$ cat config.mk
export PLATFORM = sky130hd
export DESIGN_NAME = idct_1d_seq
export DESIGN_NICKNAME = d
export VERILOG_FILES = /design/src/rtl/idct_1d_seq.sv
export SDC_FILE = /design/constraint.sdc
export NUM_CORES = 2
export LEC_CHECK = 0
export ABC_AREA = 0
export CAP_MARGIN = 20
export CORE_ASPECT_RATIO = 0.5
export CORE_MARGIN = 2
export CORE_UTILIZATION = 44
export DETAILED_ROUTE_END_ITERATION = 10
export HOLD_SLACK_MARGIN = 0.15
export PLACE_DENSITY = 0.71
export SYNTH_ARGS = -nofsm -noshare
export SYNTH_HDL_FRONTEND = slang
export SYNTH_SLANG_ARGS = --single-unit
$ cat constraint.sdc
create_clock -name clk -period 15.8 [get_ports clk]
set_clock_uncertainty 0.15 [all_clocks]
set_input_delay 3.16 -clock clk [delete_from_list [all_inputs] [get_ports clk]]
set_output_delay 3.16 -clock clk [all_outputs]
set_load 0.005 [all_outputs]
$ cat src/rtl/idct_1d_seq.sv
// Sequential 8-point 1-D IDCT: one coefficient row per cycle, eight parallel accumulators.
// Optional macro IDCT_1D_SAT_EN: saturate samples to [0,255] instead of wrapping to 8 bits.
module idct_1d_seq (
    input  logic        clk,
    input  logic        rst_n,
    input  logic        in_valid,
    output logic        in_ready,
    input  logic [63:0] data_in,
    output logic        out_valid,
    input  logic        out_ready,
    output logic [63:0] data_out
);

    typedef enum logic [1:0] {IDLE, CALC, DONE} state_t;

    state_t             state;
    logic [63:0]        z_reg;
    logic [2:0]         k;
    logic signed [21:0] acc      [8];
    logic signed [21:0] acc_next [8];
    logic signed [7:0]  z_k;
    logic signed [19:0] prod     [8];
    logic [63:0]        result;

    // Basis coefficient C[k][n]; cos((2n+1)k*pi/16) folded into the first quadrant.
    function automatic logic signed [11:0] coef(input logic [2:0] kk, input logic [2:0] nn);
        logic [6:0]         p;
        logic [4:0]         m;
        logic [4:0]         r;
        logic               neg;
        logic signed [11:0] c;
        if (kk == 3'd0)
            return 12'sd724;
        p   = {3'b000, nn, 1'b1} * {4'b0000, kk};
        m   = p[4:0];
        r   = (m > 5'd16) ? 5'(6'd32 - {1'b0, m}) : m;
        neg = (r > 5'd8);
        if (neg)
            r = 5'd16 - r;
        case (r)
            5'd0:    c = 12'sd1024;
            5'd1:    c = 12'sd1004;
            5'd2:    c = 12'sd946;
            5'd3:    c = 12'sd851;
            5'd4:    c = 12'sd724;
            5'd5:    c = 12'sd569;
            5'd6:    c = 12'sd392;
            5'd7:    c = 12'sd200;
            default: c = 12'sd0;
        endcase
        return neg ? -c : c;
    endfunction

    // Round, floor-shift by 8, then map to an unsigned byte.
    function automatic logic [7:0] map_sample(input logic signed [21:0] a);
        logic signed [21:0] r;
        r = a + 22'sd128;
`ifdef IDCT_1D_SAT_EN
        if (r[21])
            return '0;
        if (r[20:16] != 5'd0)
            return '1;
        return r[15:8];
`else
        return r[15:8];
`endif
    endfunction

    always_comb begin
        z_k    = z_reg[{~k, 3'b111} -: 8];
        result = '0;
        for (int unsigned n = 0; n < 8; n++) begin
            prod[n]     = 20'(z_k) * 20'(coef(k, 3'(n)));
            acc_next[n] = acc[n] + {{2{prod[n][19]}}, prod[n]};
            result[{~3'(n), 3'b000} +: 8] = map_sample(acc_next[n]);
        end
    end

    always_ff @(posedge clk or negedge rst_n) begin
        if (!rst_n) begin
            state     <= IDLE;
            in_ready  <= 1'b1;
            out_valid <= 1'b0;
            data_out  <= '0;
            z_reg     <= '0;
            k         <= '0;
            for (int unsigned n = 0; n < 8; n++)
                acc[n] <= '0;
        end else begin
            case (state)
                IDLE: begin
                    if (in_valid) begin
                        z_reg    <= data_in;
                        k        <= '0;
                        in_ready <= 1'b0;
                        state    <= CALC;
                        for (int unsigned n = 0; n < 8; n++)
                            acc[n] <= '0;
                    end
                end
                CALC: begin
                    for (int unsigned n = 0; n < 8; n++)
                        acc[n] <= acc_next[n];
                    k <= k + 3'd1;
                    // Last term is folded in combinationally so the result lands with DONE.
                    if (k == 3'd7) begin
                        data_out  <= result;
                        out_valid <= 1'b1;
                        state     <= DONE;
                    end
                end
                DONE: begin
                    if (out_ready) begin
                        out_valid <= 1'b0;
                        in_ready  <= 1'b1;
                        state     <= IDLE;
                    end
                end
                default: begin
                    state     <= IDLE;
                    in_ready  <= 1'b1;
                    out_valid <= 1'b0;
                end
            endcase
        end
    end

endmodule

---- Word-level counts from Yosys, hierarchy flattened ----
Memory sizes are Yosys's and may differ from the RTL's.
Index checks and enable logic that the tools add are counted.
cells by class
  add/sub/neg operators ................... 41
  $mul .................................... 15
  $lt $le $gt $ge ......................... 16
  eq/ne operators ......................... 6
  shifts and indexed selects .............. 1
  mux-type cells .......................... 72
  bitwise gates (word level) .............. 3
  reductions and logical operators ........ 17
operators by type and width
  kind                                                            number
  two-way mux 12 bit                                              33
  one-hot mux 176 bit (2 select lines)                            1
  adder 22 bit                                                    8
  two-way mux 176 bit                                             1
  multiplier 8 x 12 -> 20 bit                                     8
  adder 16 x 9 -> 16 bit (second input constant)                  8
  two-way mux 5 bit                                               24
  negation 12 bit                                                 8
  indexed part select 71 x 7 -> 8 bit                             1
  greater-than comparator 5 x 4 -> 1 bit (second input constant)  8
  subtractor 5 bit (first input constant)                         8
  greater-than comparator 5 bit (second input constant)           7
  subtractor 1 x 5 -> 5 bit (first input constant)                7
  multiplier 4 x 3 -> 5 bit (first input constant)                4
  zero test 2 bit                                                 9
  multiplier 3 x 3 -> 5 bit (first input constant)                2
  AND reduction 3 bit                                             3
  two-way mux 2 bit                                               3
  inequality test 2 bit (second input constant)                   3
  one-hot mux 1 bit (3 select lines)                              2
  one-hot mux 2 bit (3 select lines)                              1
  one-hot mux 3 bit (2 select lines)                              1
  AND reduction 2 bit                                             3
  greater-than comparator 3 x 5 -> 1 bit (second input constant)  1
  12 further kinds                                                17
storage, ports and cells
  bits in registers ....................... 311
  ROM bits ................................ 704
  input bits .............................. 68
  output and inout port bits .............. 66
  word-level logic and storage cells ...... 193
  memories ................................ 8
memories
  name              words  bits a word  rd ports  clocked after Yosys merged registers in  write ports  RTL line  text
  (name not given)  8      11           1         0                                        0            40        case (r)
  (name not given)  8      11           1         0                                        0            40
  (name not given)  8      11           1         0                                        0            40
  (name not given)  8      11           1         0                                        0            40
  (name not given)  8      11           1         0                                        0            40
  (name not given)  8      11           1         0                                        0            40
  2 more memories   n/a    n/a          n/a       n/a                                      n/a          n/a

---- Logic depth before layout (Yosys ltp) ----
  depth after elaboration ................. 15
  mapped depth ............................ 52
  gate-level depth less buffers ........... 46

---- Least setup slack after synthesis ----
No wires, ideal clock.
  kind .................................... register to register
  from .................................... reg k[2]
  to ...................................... reg data_out[7]
  library setup time ...................... 137 ps
  data arrival time ....................... 10,696 ps
  required time ........................... 15,513 ps
  slack ................................... 4,817 ps
  cell stages (with the launch flop) ...... 46
  path buffers ............................ 4
  clock period less this slack ............ 10,983 ps
  cell sequence ........................... dfrtp_1 > buf_6 > inv_1 > clkbuf_1 > buf_1 > fa_1 > inv_1 > ha_1 > inv_1 > fa_1 > xnor2_1 > maj3_1 > nor3_1 > or2_2 > buf_2 > or2_2 > ha_1 > o211a_1 > (+10 left out) > inv_1 > ha_1 > inv_1 > o21bai_1 > a21oi_1 > xnor2_1 > ha_1 > nand3_1 > a211o_1 > and3b_1 > or2_2 > a21oi_1 > mux2_2 > nand4_1 > nor3_1 > mux2_2 > a211oi_1 > o211ai_1
between the ends
  longest elaborated chain between the ends .. 15
  elaborated cells on any way between the ends .. 24
  those cells by class .................... add/sub: 5; mul: 2; order compare: 2; eq/ne: 1; shift: 1; mux: 8; bitwise: 1; reduce/logical: 3; memory: 1
RTL lines
  item                                                                        RTL line  text
  start: declaration                                                          18        logic [2:0] k;
  start signal: assignment                                                    104       k <= k + 3'd1;
  multiplier 4 x 3 -> 5 bit                                                   34        p = {3'b000, nn, 1'b1} * {4'b0000, kk};
  subtractor 1 x 5 -> 5 bit or greater-than comparator 5 bit (tied branches)  36        r = (m > 5'd16) ? 5'(6'd32 - {1'b0, m}) : m;
  two-way mux 5 bit                                                           36
  subtractor 5 bit or greater-than comparator 5 x 4 -> 1 bit (tied branches)  39, 37
  two-way mux 5 bit                                                           38        if (neg)
  two-way mux 5 bit                                                           34
  memory (8 x 11 bit) or zero test 2 bit (tied branches)                      n/a
  two-way mux 12 bit                                                          40
  two-way mux 12 bit                                                          34
  negation 12 bit                                                             51        return neg ? -c : c;
  two-way mux 12 bit                                                          51
  two-way mux 12 bit                                                          34
  multiplier 8 x 12 -> 20 bit                                                 73        prod[n] = 20'(z_k) * 20'(coef(k, 3'(n)));
  adder 22 bit                                                                74        acc_next[n] = acc[n] + {{2{prod[n][19]}}, prod[n]};
  adder 16 x 9 -> 16 bit                                                      57        r = a + 22'sd128;
  end signal: assignment                                                      107       data_out <= result;
  end: declaration                                                            11        output logic [63:0] data_out
Several ways; a longest one is shown, not always the timed one. The select of a mux whose other input is x is not followed.
A chain may end at the register's enable or synchronous reset.

---- Final worst setup path ----
  from .................................... reg k[0]
  to ...................................... reg data_out[7]
The elaborated chain is that of the path after synthesis.

==> summary.txt <==
Placed design
  • HPWL after DPL: 87.8 mm
  • I/O Buffers: 133
  • Placed cell areas: 45700 µm²
  • Final Wtd Congestion: 0.954

Setup path
  • Critical Path AT: 12.25 ns
  • Top cell by count, worst path: inv_1
  • Critical path peak fanout: 49
  • Max incr delay on CP: 0.83 ns
  • Critical Setup Path Class: reg2reg
  • Crit path max-delay cell type: dfrtp_4
  • Crit path required time: 16.14 ns
  • CP endpoint kind: register
  • Setup crit start kind: register

Finish
  • Total Nets Final: 6321
  • Largest register FFs: 128
  • Share of cells above drive strength 1: 4.18%
  • Area growth syn-to-layout: 8.42%
  • Fin area: 46700 µm²
  • Antenna diodes: 0
  • Post-layout utilization of the core: 47.9%

Timing
  • Fin. max-slew vios: 0
  • Hold slack: 0.321 ns
  • Rel. slew slack: 28.6%
  • Tcrit/Tclk final: 75.4%
  • Maximum clock rate: 83.9 MHz
  • Setup-failing EPs final: 0
  • Post-layout minimum cycle time: 11.91 ns
  • Setup TNS: 0 ns
  • Hold Vio Cnt, Final: 0
  • Tightest Pin Transition: 1.06 ns
  • RSZ-0062 raised after global routing: false

Routing
  • Drt via density: 5.44
  • Avg WL per Cell: 17.3 µm
  • Vias: 36400
  • Iter 0 DRT Violations: 2790
  • Final WL: 116 mm
  • Remaining DRCs: 0
  • Antenna-violating nets left: 0
  • Initial DRT Pass Iterations: 6

Synth
  • Sequential area share after synthesis: 15.3%
  • Syn Std Cell Area: 43100 µm²
  • Synth area leaders: fa_1, dfrtp_1, ha_1
  • Top post-synthesis cells by count: inv_1, nand2_1, nor2_1
  • #FFs+latches synth: 263
  • Synth Area per Inst: 8.05 µm²
  • Yosys warning count: 0
  • Count of cell types in the netlist: 95
  • Async SR Flop Fraction: 100%
  • Ys flop type: dfrtp_1
  • Cells after Synth: 5353
  • Dominant cell type by area after synthesis: fa_1
  • Most common cell in the synthesized netlist: inv_1
  • Syn nets: 6333
  • Area share of the largest cell type after synthesis: 22.8%
  • Post-synth EDFFs: 0

Floorplanning
  • Height of the die: 225 µm
  • Core area: 97400 µm²
  • Ports: 134
  • Die area: 101000 µm²
  • Row count: 81
  • Die X: 446 µm
  • Initial cell density of the core: 44.2%

Global route
  • Gr usage total: 23.4%
  • Vias in the first global route: 36900
  • First-pass GRT wire length: 192 mm
  • Initial antenna violation count: 1
  • Grt ovf: 0
  • Largest net degree at the start of global routing: 83

Status
  • Status: completed

Worst hold path
  • Worst Hold Class: reg2reg

Clocking
  • Post-CTS Setup Inserts: 0
  • Clock Tree Root: clkbuf_16
  • Clock Pin Slew Worst Setup and Hold Paths: 0.08 ns
  • H-tree lvl count: 1
  • Later-pin clock latency in the skew report: 0.64 ns
  • CTS tree: built
  • Num CTS Buffers: 29
  • Post-cts resize count: 0
  • CTS sink count: 263
  • CTS hold repair buffers: 0
  • Max Buffers Root-to-Sink: 3

Job
  • # Max-Cap Violations: 0
-- through the flow --
stage	setup WS, ns	cells
finish	3.89	6690
floorplan	4.82	5353
detailed placement	4.01	6638
global placement	4.30	6637
CTS	4.00	6690
global route	3.28	6690
-- per-layer routing --
| layer | vias up | global-route usage [%] | share of wire, % |
|---|---|---|---|
| met2 | 1022 | 38.1 | 46 |
| met5 | - | 0 | 0 |
| met1 | 18000 | 33.3 | 46 |
| met3 | 160 | 2.68 | 6.3 |
| met4 | 0 | 5.61 | 2.5 |
| li1 | 17200 | - | - |
-- placed cells by master (no fill, tap or decap), types with 8 or more instances in the layout --
| master | synthesis | layout |
|---|---|---|
| nand3_1 | 170 | 170 |
| nand2_1 | 717 | 715 |
| ha_1 | 422 | 420 |
| nor2_1 | 626 | 624 |
| nand4_1 | 14 | 14 |
| a211oi_1 | 26 | 26 |
| o21ai_0 | 276 | 276 |
| and3_1 | 15 | 15 |
| xnor2_1 | 258 | 257 |
| buf_4 | 5 | 59 |
| a211o_1 | 8 | 8 |
| clkbuf_16 | 0 | 29 |
| o21bai_1 | 35 | 35 |
| nand2b_1 | 53 | 52 |
| a21boi_0 | 8 | 8 |
| mux2i_1 | 28 | 26 |
| nor2b_1 | 31 | 30 |
| nor3b_1 | 8 | 8 |
| clkdlybuf4s50_1 | 0 | 132 |
| nor4_1 | 20 | 20 |
| o21a_1 | 29 | 29 |
| and2_1 | 24 | 22 |
| or3_1 | 40 | 40 |
| or2_2 | 48 | 47 |
| inv_1 | 791 | 791 |
| xor2_1 | 112 | 112 |
| a21o_1 | 56 | 56 |
| o41ai_1 | 12 | 12 |
| fa_1 | 490 | 490 |
| o31ai_1 | 25 | 25 |
| dfrtp_1 | 262 | 259 |
| a31oi_1 | 21 | 21 |
| a21oi_1 | 203 | 202 |
| o211ai_1 | 17 | 17 |
| a22o_1 | 9 | 9 |
| mux4_2 | 12 | 12 |
| nor3_1 | 97 | 97 |
-- path summary, 6_finish.rpt --
| check | slack, ns | cells past startpoint | startpoint | to |
|---|---|---|---|---|
| max reg2reg | 3.89 | 41 | k[0] | data_out[7] |
| min in group asynchronous | 2.36 | 1 | rst_n | data_out[40] |
| min reg2reg | 0.32 | 2 | z_reg[23] | z_reg[23] |
| min | 0.32 | 2 | z_reg[23] | z_reg[23] |
| max | 3.89 | 41 | k[0] | data_out[7] |
| max in group asynchronous | 11.03 | 3 | rst_n | data_out[12] |
-- kinds of logic (layout without fill, tap and decap cells) --
| family | count (synthesis) | after routing | synth area share (%) |
|---|---|---|---|
| compound gates | 831 | 831 | 12.1 |
| xor+xnor | 376 | 376 | 7.78 |
| fa+ha+maj | 914 | 914 | 35.1 |
| buf+inv | 1029 | 1038 | 9.11 |
| flops | 263 | 263 | 15.3 |
| mux | 48 | 48 | 1.50 |
| simple gates | 1892 | 1892 | 19.1 |
-- final cells by class --
| cell class | count | area, µm² |
|---|---|---|
| Clock inverter | 13 | 149 |
| Inverter | 793 | 2980 |
| Sequential cell | 263 | 6590 |
| Multi-Input combinational cell | 4061 | 32700 |
| Timing Repair Buffer | 193 | 1790 |
| Tap cell | 1328 | 1660 |
| Clock buffer | 39 | 833 |
| Fill cell | 9340 | 50700 |
-- worst max-delay path: cells and delay by family (launching register included) --
kind	cells	cell delay, ns
AO/OA/AOI/OAI	9	1.65
XOR/XNOR	3	0.97
adder cells (fa/ha/maj)	10	4.18
buffers and inverters	7	0.92
flip-flops	1	0.83
multiplexers	3	0.69
AND/OR/NAND/NOR	9	2.35
Power is left out: the tool's default activity adds up to more than one toggle a clock period on the data nets, which glitch-free logic cannot reach.
